**config.mk**
```make
export PLATFORM = sky130hd
export DESIGN_NAME = pinmux_pad_rx_filter
export DESIGN_NICKNAME = d
export VERILOG_FILES = /design/src/rtl/pinmux_pad_rx_filter.sv
export SDC_FILE = /design/constraint.sdc
export NUM_CORES = 1
export LEC_CHECK = 0
export BUFFER_PORTS_ARGS = -buffer_cell sky130_fd_sc_hd__buf_4
export CAP_MARGIN = 20
export CORE_ASPECT_RATIO = 1.25
export CORE_MARGIN = 1
export CORE_UTILIZATION = 45
export DETAILED_ROUTE_END_ITERATION = 10
export GPL_ROUTABILITY_DRIVEN = 0
export GPL_TIMING_DRIVEN = 1
export HOLD_SLACK_MARGIN = 0.1
export PLACE_DENSITY = 0.67
export SLEW_MARGIN = 20
export SYNTH_ARGS = -nofsm -noshare
export SYNTH_HDL_FRONTEND = slang
export SYNTH_SLANG_ARGS = --single-unit
export TNS_END_PERCENT = 1
```
**constraint.sdc**
```tcl
create_clock -name clk_i -period 2.5 [get_ports clk_i]
set_clock_uncertainty 0.05 [all_clocks]
set_input_delay 0.25 -clock clk_i [delete_from_list [all_inputs] [get_ports clk_i]]
set_output_delay 0.25 -clock clk_i [all_outputs]
set_load 0.01 [all_outputs]
```
**src/rtl/pinmux_pad_rx_filter.sv**
```systemverilog
// Receive-side conditioning for one pad: two-flop synchronizer, optional
// consecutive-cycle debounce, edge pulses and a saturating glitch counter.

package pinmux_pad_pkg;
    typedef enum logic [1:0] {
        BidirStd   = 2'd0,
        InputOnly  = 2'd1,
        OutputOnly = 2'd2,
        AnalogPad  = 2'd3
    } pad_type_e;
endpackage

module pinmux_pad_rx_filter
    import pinmux_pad_pkg::*;
#(
    parameter pad_type_e   PadType      = BidirStd,
    parameter int unsigned FilterCycles = 4,
    localparam int unsigned CntW        = (FilterCycles > 1) ? $clog2(FilterCycles) : 1
) (
    input  logic       clk_i,
    input  logic       rst_i,
    input  logic       pad_i,
    input  logic       oe_i,
    input  logic       filter_en_i,
    input  logic       glitch_clr_i,
    output logic       in_o,
    output logic       rise_o,
    output logic       fall_o,
    output logic [7:0] glitch_cnt_o
);

    localparam logic [CntW-1:0] LastCnt = CntW'(FilterCycles - 1);

    function automatic logic [7:0] satInc(input logic [7:0] value);
        if (value == 8'hFF) begin
            return 8'hFF;
        end else begin
            return value + 8'd1;
        end
    endfunction

    logic            sync1R;
    logic            sync2R;
    logic            inR;
    logic            riseR;
    logic            fallR;
    logic [CntW-1:0] cntR;
    logic [7:0]      glitchR;

    logic            maskS;
    logic            differS;
    logic            updateS;
    logic            glitchIncS;
    logic            inNextS;
    logic [CntW-1:0] cntNextS;

    assign maskS   = (PadType == BidirStd) && oe_i;
    assign differS = (sync2R != inR);

    // Filter decision: when to accept sync2, advance the stability count, or flag a glitch
    always_comb begin
        inNextS    = inR;
        cntNextS   = cntR;
        updateS    = 1'b0;
        glitchIncS = 1'b0;
        if (maskS) begin
            cntNextS = '0;
        end else if (!filter_en_i) begin
            cntNextS = '0;
            if (differS) begin
                inNextS = sync2R;
                updateS = 1'b1;
            end else begin
                inNextS = inR;
            end
        end else if (differS && (cntR == LastCnt)) begin
            inNextS  = sync2R;
            cntNextS = '0;
            updateS  = 1'b1;
        end else if (differS) begin
            cntNextS = cntR + CntW'(1);
        end else if (cntR != '0) begin
            // sync2 fell back before the count completed
            cntNextS   = '0;
            glitchIncS = 1'b1;
        end else begin
            cntNextS = cntR;
        end
    end

    // Synchronizer, filter state, edge pulses and glitch counter
    always_ff @(posedge clk_i or posedge rst_i) begin
        if (rst_i) begin
            sync1R  <= 1'b0;
            sync2R  <= 1'b0;
            inR     <= 1'b0;
            riseR   <= 1'b0;
            fallR   <= 1'b0;
            cntR    <= '0;
            glitchR <= 8'd0;
        end else begin
            sync1R <= pad_i;
            sync2R <= sync1R;
            inR    <= inNextS;
            cntR   <= cntNextS;
            riseR  <= updateS & sync2R & ~inR;
            fallR  <= updateS & ~sync2R & inR;
            if (glitch_clr_i) begin
                glitchR <= 8'd0;
            end else if (glitchIncS) begin
                glitchR <= satInc(glitchR);
            end else begin
                glitchR <= glitchR;
            end
        end
    end

    assign in_o         = inR;
    assign rise_o       = riseR;
    assign fall_o       = fallR;
    assign glitch_cnt_o = glitchR;

endmodule

```
==> summary.md <==
| Metric | Value |
|---|---|
| Leak | 0.000453 uW |
| Final WL | 1.53 mm |
| Clk sinks | 15 |
| Crit Path Category | flop to flop |
| Synthesized cell area | 800 sq um |
| Ys Warns | 0 |
| Grt total ovfl | 0 |
| Critical Path Fanout Max | 6 |
| Area added between synthesis and finish | 23.3% |
| TritonRoute pass-1 iters | 4 |
| CP Launch Type | flop |
| CTS root buf | clkbuf_4 |
| Vias in the first global route | 613 |
| Share of post-route cells with drive strength above 1 | 0.326 |
| Worst vdd ir | 0.273 mV |
| Net Count, Synth | 80 |
| Worst min-delay path class | input pin to flop |
| Crit path arrival time | 1.85 ns |
| Max_cap viols | 0 |
| Post-route DRC violation count | 0 |
| Final number of setup-violating endpoints | 0 |
| RSZ-0062 raised after global routing | no |
| PwrDens | 467 nW/um^2 |
| Initial antenna violation count | 0 |
| GRT Total Usage | 0.182 |
| Slew @ Worst Pin | 0.575 ns |
| Hold Fails Final Rpt | 0 |
| Worst hold stages | 2 |
| Die X | 39.7 um |
| # diodes | 0 |
| Most frequent cells in the layout | buf_4, dfrtp_1, nor2_1 |
| First-pass GRT wire length | 2.48 mm |
| ANT nets after route | 0 |
| Clk slew on worst S/H paths | 0.09 ns |
| Post-synth EDFFs | 0 |
| # IOs | 17 |
| Resize count post-CTS | 0 |
| Period utilisation layout | 0.692 |
| Setup TNS | 0 ns |
| Postcts setup bufs | 0 |
| Syn Inst Count | 71 |
| Slew HR | 0.616 |
| Sequential area share after synthesis | 0.469 |
| Initial Util | 0.493 |
| FMAX | 578 MHz |
| Die Area | 1950 sq um |
| Status | finished clean |
| Clock latency on the worst-skew pair | 0.28 ns |
| H-tree depth | 1 |
| Mean Syn Cell Area | 11.3 sq um |
| Row count | 16 |
| Minimum clock period | 1.73 ns |
| Core ar. | 1620 sq um |
| Clock buffer count from CTS | 3 |
| Worst setup EP type | flop |
| Vias per cell | 5.82 |
| Initial DRC count | 10 |
| Leading cell type in the layout, fill and taps excluded | buf_4 |
| Primary FF master, synth | dfrtp_1 |
| Dpl hpwl | 1.11 mm |
| Max-slew violations | 0 |
| Largest net degree at the start of global routing | 16 |
| R2R cell count | 5 |
| Maximum clock path buffer count | 2 |
| CTS tree | built |
| Required time worst endpoint | 2.62 ns |
| Fin nets | 102 |
| Fill cells | 135 |
| Async SR Flop Fraction | 1.00 |
| Per-cell routed wire length | 13.9 um |
| Yosys cell types | 30 |
| # port buffers | 16 |
| Vias | 640 |
| Die height | 49.1 um |
| Core Util, Final | 0.608 |
| Seq cells post-synth | 15 |
==> logic make-up (layout without fill, tap and decap cells) <==
family	Yosys count	in the layout	share of synthesized area
AND/OR/NAND/NOR	34	34	0.318
buffers and inverters	5	26	0.0235
XOR/XNOR	2	2	0.0313
adder cells (fa/ha/maj)	3	3	0.0470
flip-flops	15	15	0.469
AO/OA/AOI/OAI	11	11	0.0970
multiplexers	1	1	0.0141
==> path summary, 6_finish.rpt <==
check | startpoint | to | slack (ns)
min reg2reg | sync1R | sync2R | 0.31
max in group asynchronous | rst_i | in_o | 1.49
min | glitch_clr_i | glitch_cnt_o[0] | 0.15
max reg2reg | cntR[0] | glitch_cnt_o[6] | 0.77
min in group asynchronous | rst_i | glitch_cnt_o[2] | 0.54
max | cntR[0] | glitch_cnt_o[6] | 0.77
==> worst max-delay path: stages, from the launching register on <==
cell and delay, ns:
dfrtp_1 0.40, inv_1 0.06, ha_1 0.29, nor4b_2 0.51
and4b_1 0.28, nor3_2 0.04
==> per-stage QoR <==
stage	total power (uW)	setup WS [ns]	hold slack, ns	cell area (sq um)	cells
after global routing	485	0.657	0.148	986	110
after floorplan	305	0.911	0.101	800	71
after CTS	466	0.765	0.151	986	110
final	461	0.769	0.153	986	110
after global placement	325	0.840	0.284	938	104
after detailed placement	327	0.781	0.289	938	104
==> power by group <==
| group | switching, uW | leakage [uW] | total [uW] | internal [uW] |
|---|---|---|---|---|
| logic | 34.9 | 0.000234 | 63.3 | 28.4 |
| clock network | 77.8 | 0.0000177 | 137 | 59.3 |
| registers | 9.98 | 0.000202 | 260 | 250 |
| total | 123 | 0.000453 | 461 | 338 |
==> state kept, by name (all words and copies together) (netlist names) <==
| name | flops |
|---|---|
| rise_o | 1 |
| fall_o | 1 |
| cntR | 2 |
| glitch_cnt_o | 8 |
| sync2R | 1 |
| sync1R | 1 |
| in_o | 1 |
==> area by class of cell <==
cell class,instances,area (sq um),share of cell area
Clock inverter,1,5.00,0.00508
Multi-Input combinational cell,51,405,0.411
Timing Repair Buffer,18,140,0.142
Tap cell,18,22.5,0.0228
Sequential cell,15,375,0.381
Inverter,4,15.0,0.0152
Clock buffer,3,22.5,0.0228
==> timing repair <==
action / 4_1_cts / 5_1_grt
hold endpoints to repair: 16 / 0
setup endpoints to repair: 0 / 0
hold buffers: 2 / 0
==> per-layer routing <==
layer,vias to the layer above,part of all wire,track usage
li1,307,-,-
met1,307,0.42,0.231
met2,24,0.53,0.298
met3,2,0.050,0.0411
met4,0,0.0033,0.0517
met5,-,0,0
==> synthesized netlist by cell type (2+ instances only) <==
library cell,number,area share
nor2_1,7,0.033
nor3b_1,2,0.019
a21oi_1,2,0.013
nor4_2,2,0.031
ha_1,3,0.047
inv_1,4,0.019
a31oi_1,5,0.039
and3_1,3,0.023
and4b_1,2,0.025
nor3_1,4,0.025
dfrtp_1,15,0.47
nand2_1,2,0.0094
nor3_2,3,0.038
Note: power is estimated with default switching activity, not from simulation.
